<file path="src/rtl/inst_fetch_responder.sv">
// Fetch responder: forwards PC-stage fetches to an SRAM-like instruction bus,
// tracks outstanding requests and buffers returned words toward decode.
// Ports: clk, rst (async active-low); rom_en/addr/flush/stall_req (PC side);
// bus_req/bus_addr/bus_addr_ok/bus_data_ok/bus_rdata (bus side);
// inst_valid/inst_ready/inst/inst_addr (decode side).
module inst_fetch_responder #(
  parameter int ADDR_W          = 32,
  parameter int DATA_W          = 32,
  parameter int MAX_OUTSTANDING = 2,
  parameter int FIFO_DEPTH      = 4
) (
  input  logic              clk,
  input  logic              rst,
  input  logic              rom_en,
  input  logic [ADDR_W-1:0] addr,
  input  logic              flush,
  output logic              stall_req,
  output logic              bus_req,
  output logic [ADDR_W-1:0] bus_addr,
  input  logic              bus_addr_ok,
  input  logic              bus_data_ok,
  input  logic [DATA_W-1:0] bus_rdata,
  output logic              inst_valid,
  input  logic              inst_ready,
  output logic [DATA_W-1:0] inst,
  output logic [ADDR_W-1:0] inst_addr
);

  localparam int TW = (MAX_OUTSTANDING > 1) ?
                      $clog2(MAX_OUTSTANDING) : 1;
  localparam int FW = (FIFO_DEPTH > 1) ?
                      $clog2(FIFO_DEPTH) : 1;
  localparam int CW = $clog2(MAX_OUTSTANDING + FIFO_DEPTH + 1);

  localparam logic [CW-1:0] MAXO_C  = CW'(MAX_OUTSTANDING);
  localparam logic [CW-1:0] DEPTH_C = CW'(FIFO_DEPTH);
  localparam logic [CW-1:0] ONE_C   = CW'(1);

  // tag queue: one entry per accepted, not yet returned request
  logic [ADDR_W-1:0]          tq_addr [MAX_OUTSTANDING];
  logic [MAX_OUTSTANDING-1:0] tq_drop;
  logic [TW-1:0]              tq_wp;
  logic [TW-1:0]              tq_rp;
  logic [CW-1:0]              out_cnt;

  // response fifo toward decode
  logic [ADDR_W-1:0] f_addr [FIFO_DEPTH];
  logic [DATA_W-1:0] f_data [FIFO_DEPTH];
  logic [FW-1:0]     f_wp;
  logic [FW-1:0]     f_rp;
  logic [CW-1:0]     f_cnt;

  logic space;
  logic accept;
  logic pop_tag;
  logic fpush;
  logic fpop;

  function automatic logic [TW-1:0] tinc(input logic [TW-1:0] p);
    return (p == TW'(MAX_OUTSTANDING - 1)) ? '0 : p + TW'(1);
  endfunction

  function automatic logic [FW-1:0] finc(input logic [FW-1:0] p);
    return (p == FW'(FIFO_DEPTH - 1)) ? '0 : p + FW'(1);
  endfunction

  // fifo room is reserved at accept so returned data always fits
  assign space = (out_cnt < MAXO_C) &&
                 ((out_cnt + f_cnt) < DEPTH_C);

  assign bus_req   = rst && rom_en && space;
  assign bus_addr  = {addr[ADDR_W-1:2], 2'b00};
  assign accept    = bus_req && bus_addr_ok;
  assign stall_req = rst && rom_en && !accept;

  // empty tag queue means a stray data_ok; ignore it
  assign pop_tag = bus_data_ok && (out_cnt != '0);
  assign fpush   = pop_tag && !tq_drop[tq_rp] && !flush;
  assign fpop    = inst_valid && inst_ready && !flush;

  assign inst_valid = (f_cnt != '0);
  assign inst       = f_data[f_rp];
  assign inst_addr  = f_addr[f_rp];

  always_ff @(posedge clk or negedge rst) begin
    if (!rst) begin
      out_cnt <= '0;
      tq_wp   <= '0;
      tq_rp   <= '0;
      tq_drop <= '0;
      for (int i = 0; i < MAX_OUTSTANDING; i++)
        tq_addr[i] <= '0;
    end else begin
      // older entries go stale; a same-cycle accept is the target
      if (flush)
        tq_drop <= '1;
      if (accept) begin
        tq_addr[tq_wp] <= addr;
        tq_drop[tq_wp] <= 1'b0;
        tq_wp          <= tinc(tq_wp);
      end
      if (pop_tag)
        tq_rp <= tinc(tq_rp);
      unique case (1'b1)
        accept && !pop_tag: out_cnt <= out_cnt + ONE_C;
        !accept && pop_tag: out_cnt <= out_cnt - ONE_C;
        default:            out_cnt <= out_cnt;
      endcase
    end
  end

  always_ff @(posedge clk or negedge rst) begin
    if (!rst) begin
      f_wp  <= '0;
      f_rp  <= '0;
      f_cnt <= '0;
      for (int i = 0; i < FIFO_DEPTH; i++) begin
        f_addr[i] <= '0;
        f_data[i] <= '0;
      end
    end else if (flush) begin
      f_wp  <= '0;
      f_rp  <= '0;
      f_cnt <= '0;
    end else begin
      if (fpush) begin
        f_addr[f_wp] <= tq_addr[tq_rp];
        f_data[f_wp] <= bus_rdata;
        f_wp         <= finc(f_wp);
      end
      if (fpop)
        f_rp <= finc(f_rp);
      unique case (1'b1)
        fpush && !fpop: f_cnt <= f_cnt + ONE_C;
        !fpush && fpop: f_cnt <= f_cnt - ONE_C;
        default:        f_cnt <= f_cnt;
      endcase
    end
  end

endmodule

</file>
<file path="config.mk">
export PLATFORM = sky130hd
export DESIGN_NAME = inst_fetch_responder
export DESIGN_NICKNAME = d
export VERILOG_FILES = /design/src/rtl/inst_fetch_responder.sv
export SDC_FILE = /design/constraint.sdc
export NUM_CORES = 1
export LEC_CHECK = 0
export CORE_MARGIN = 5
export CORE_UTILIZATION = 35
export DETAILED_ROUTE_END_ITERATION = 10
export DONT_BUFFER_PORTS = 1
export GPL_ROUTABILITY_DRIVEN = 1
export GPL_TIMING_DRIVEN = 0
export PLACE_DENSITY = 0.52
export SLEW_MARGIN = 20
export SYNTH_ARGS = -nofsm -noshare
export SYNTH_HDL_FRONTEND = slang
export SYNTH_SLANG_ARGS = --single-unit
</file>
<file path="constraint.sdc">
create_clock -name clk -period 2.5 [get_ports clk]
set_input_delay 0.5 -clock clk [delete_from_list [all_inputs] [get_ports clk]]
set_output_delay 0.5 -clock clk [all_outputs]
set_load 0.005 [all_outputs]
</file>
==> impl_metrics.yaml <==
global_route:
  grt_first_pass_wirelength_um: 52320
  gr-total-overflow: 0
  maximum_number_of_pins_on_one_net_before_global_route_repair: 336
  grt_antenna_before_repair: 0
  number_of_global_route_vias_before_repair: 8318
  track_usage_pct: 14.45
setup_path:
  r2r-start: "out_cnt[1]"
  timing.rr.end: "f_cnt[2]"
  setup.reg_to_reg.worst_slack_ns: 0.08
  timing_worst_setup_path_type: "flop to flop"
  worstSetupStartpointType: "flop"
  setup.worst_path.end: "f_cnt[2]"
  crit_required_ns: 2.97
  ff2ff_path_depth: 7
  endpoint_kind: "flop"
  crit_start: "out_cnt[1]"
  worstPathMaxFanout: 5
  cp_data_arrival_time_ns: 2.89
timing:
  timing.final.hold_violations: 334
  final_min_period_over_clock_period_pct: 96.77
  worst-slew-pin-transition_ns: 0.8366
  fin_worst_skew_ns: 0.02544
  rsz_0062_raised_after_global_routing: "yes"
  timing.slew.headroom_pct: 44.23
  drv_slew: 0
  setup_violations: 0
  post-route-min-period_ns: 2.419
  worst_hold_slack_ns: -0.3464
  achievable-frequency_mhz: 413.3
power:
  p_int_mw: 13.69
  pwr-share-clk_pct: 32.1
  pwr-share-comb_pct: 26.8
  power_switching_mw: 5.195
  seq_power_share_pct: 41.1
  power_per_cell_area_nw_per_um2: 1095
  worst_ir_drop_vdd_mv: 0.4838
  power_switching_share_pct: 27.50
  power.static_leakage_nw: 8.042
finish:
  drive_gt1_share_pct: 60.16
  finalNetCount: 1037
  fill_cell_total_of_the_finished_layout: 3855
  mostFrequentLayoutCell: "sky130_fd_sc_hd__mux2_2"
  area_growth_pct: 16.69
  most-common-layout-cells: "353 x sky130_fd_sc_hd__mux2_2, 329 x sky130_fd_sc_hd__dfrtp_1, 65 x sky130_fd_sc_hd__mux4_2"
  n_antenna_cell: 0
  final_cell_area_excluding_filler_cells_um2: 17240
  final_core_util_pct: 41.20
yosys:
  netlist-cell-type-count: 32
  register_bit_total_from_synthesis: 334
  synth_area_per_cell_um2: 16.40
  syn-cell-area_um2: 14780
  sequential_to_total_area_share_from_yosys_stat_pct: 56.56
  yosysTopAreaCellShare_pct: 56.56
  synthCells: 901
  warnings_from_yosys: 0
  post_synth_main_area_contributors: "sky130_fd_sc_hd__dfrtp_1 57%, sky130_fd_sc_hd__mux2_2 27%, sky130_fd_sc_hd__mux4_2 9.9%"
  synthDominantAreaCellType: "sky130_fd_sc_hd__dfrtp_1"
place:
  place.port_buffers: 0
  dp_hpwl_um: 20720
  gp_congestion: 0.6967
  post_dp_cell_area_um2: 15460
route:
  routed-via-count: 7634
  postRouteWirelength_um: 33230
  drt_pre_antenna_iters: 4
  avgRoutedWirePerCell_um: 21.75
  drt_drc_violations_left: 0
  drt-initial-drc-count: 335
  post_drt_via_cell_ratio: 4.996
  ant_nets: 0
die:
  die-height_um: 215.5
  placeableCoreArea_um2: 41850
  dieArea_um2: 46430
  initial_utilization_pct: 35.31
  ioPinCount: 170
  die_width_um: 215.5
  num_rows: 75
cts:
  tritoncts: "built"
  clk-insertion-delay-late_ns: 0.55
  clkTransAtPathRegs_ns: 0.06
  clkSinkCount: 334
  cts_htree_levels: 2
  ctsRootBufferMaster: "sky130_fd_sc_hd__clkbuf_16"
  clock_tree.buffer_depth: 3
  tritoncts.num_buffers: 41
outcome:
  violations: "hold timing"
  run_status: "finished, violations left"
min_path:
  worst_hold_path_class: "input pin to async pin"
flow_run:
  drv_cap: 0
[registers in the layout, summed over array words and instances (netlist names)]
| name | flops |
|---|---|
| tq_wp | 1 |
| f_wp | 2 |
| tq_drop | 2 |
| out_cnt | 3 |
| f_cnt | 3 |
| f_addr | 128 |
| tq_addr | 64 |
| f_rp | 2 |
| f_data | 128 |
| tq_rp | 1 |
[power by group through the flow]
| stage | Clock (mW) | Combinational [mW] | Sequential (mW) |
|---|---|---|---|
| after floorplan | 0 | 3.83 | 7.53 |
| after global placement | 0 | 4.79 | 7.76 |
| after detailed placement | 0 | 4.86 | 7.80 |
| after CTS | 6.31 | 5.12 | 7.76 |
| after global routing | 6.53 | 5.56 | 7.96 |
| final | 6.06 | 5.06 | 7.77 |
[worst min-delay path by stage]
stage	end	cells after the start
floorplan	f_addr[0]	0
global placement	tq_addr[17]	0
detailed placement	tq_addr[17]	0
CTS	tq_addr[48]	0
global route	tq_addr[49]	0
finish	tq_addr[48]	0
[cell usage after synthesis]
cell and number:
sky130_fd_sc_hd__nor3_1 1, sky130_fd_sc_hd__xnor2_1 5, sky130_fd_sc_hd__dfrtp_1 334, sky130_fd_sc_hd__xor2_1 3, sky130_fd_sc_hd__a21oi_1 1, sky130_fd_sc_hd__conb_1 1, sky130_fd_sc_hd__or4b_1 1, sky130_fd_sc_hd__or3_1 1
sky130_fd_sc_hd__nor4_1 1, sky130_fd_sc_hd__nor3b_1 1, sky130_fd_sc_hd__nor2b_1 4, sky130_fd_sc_hd__nor2_1 13, sky130_fd_sc_hd__nand2_2 4, sky130_fd_sc_hd__fa_1 2, sky130_fd_sc_hd__mux2_2 353, sky130_fd_sc_hd__a2111oi_4 1
sky130_fd_sc_hd__buf_2 35, sky130_fd_sc_hd__nand2b_1 2, sky130_fd_sc_hd__nor3_2 1, sky130_fd_sc_hd__buf_1 5, sky130_fd_sc_hd__nand2_1 2, sky130_fd_sc_hd__mux4_2 65, sky130_fd_sc_hd__or2_2 1, sky130_fd_sc_hd__buf_4 32
sky130_fd_sc_hd__o31ai_1 2, sky130_fd_sc_hd__clkbuf_1 9, sky130_fd_sc_hd__a211o_1 1, sky130_fd_sc_hd__nor3b_2 1, sky130_fd_sc_hd__inv_1 7, sky130_fd_sc_hd__mux2i_1 4, sky130_fd_sc_hd__a31oi_1 1, sky130_fd_sc_hd__ha_1 7
[routing by layer]
metal | GRT usage (%) | up-vias | share of wire, %
met3 | 4.008 | 48 | 5.6
met2 | 22.66 | 132 | 47
li1 | - | 3404 | -
met1 | 19.66 | 4050 | 45
met5 | 0 | - | 0
met4 | 4.544 | 0 | 2.1
[kinds of logic (layout without fill, tap and decap cells)]
kind of cell | count (synthesis) | after routing | share of synthesized area (%)
buffers and inverters | 88 | 175 | 3.344
AND/OR/NAND/NOR | 33 | 33 | 1.236
other | 1 | 2 | 0.02538
AO/OA/AOI/OAI | 6 | 6 | 0.4233
XOR/XNOR | 8 | 8 | 0.4742
multiplexers | 422 | 422 | 37.08
flip-flops | 334 | 334 | 56.56
adder cells (fa/ha/maj) | 9 | 9 | 0.8636
[critical path, cell delays in order, from the launching register on]
cell and delay, ns:
sky130_fd_sc_hd__dfrtp_2 0.46, sky130_fd_sc_hd__o31ai_4 0.15, sky130_fd_sc_hd__a211o_4 0.37, sky130_fd_sc_hd__nor3b_1 0.16, sky130_fd_sc_hd__fa_2 0.38, sky130_fd_sc_hd__or2_2 0.30, sky130_fd_sc_hd__mux4_2 0.44, sky130_fd_sc_hd__nor2_1 0.09
[what timing repair did]
item                                    4_1_cts  5_1_grt
endpoints found under the setup margin      367       64
gates resized for setup                      74       15
setup buffers                                 6        5
pin swaps                                     4        6
hold endpoints to repair                    334      334
cloned                                        0        1
[area by class of cell]
cell class                      instances  area (um^2)  area share [%]
Buffer                                 81        605.6           3.512
Clock buffer                           63         1221           7.082
Clock inverter                         12        171.4          0.9941
Inverter                                7        26.28          0.1524
Multi-Input combinational cell        480         6061           35.15
Sequential cell                       334         8364           48.51
Tap cell                              539        674.4           3.911
Timing Repair Buffer                   12        120.1          0.6966
[through the flow]
stage	hold slack, ns	setup slack [ns]	TNS, ns	power [mW]	std cells
floorplan	0.2044	0.004459	0	11.36	902
global placement	0.2151	-0.4736	-81.96	12.55	1441
detailed placement	0.2161	-0.4925	-86.78	12.66	1441
CTS	-0.3883	-0.04075	-0.08445	19.19	1522
global route	-0.3790	-0.02468	-0.2266	20.05	1528
finish	-0.3464	0.08065	0	18.89	1528
(Power assumes the default switching activity.)
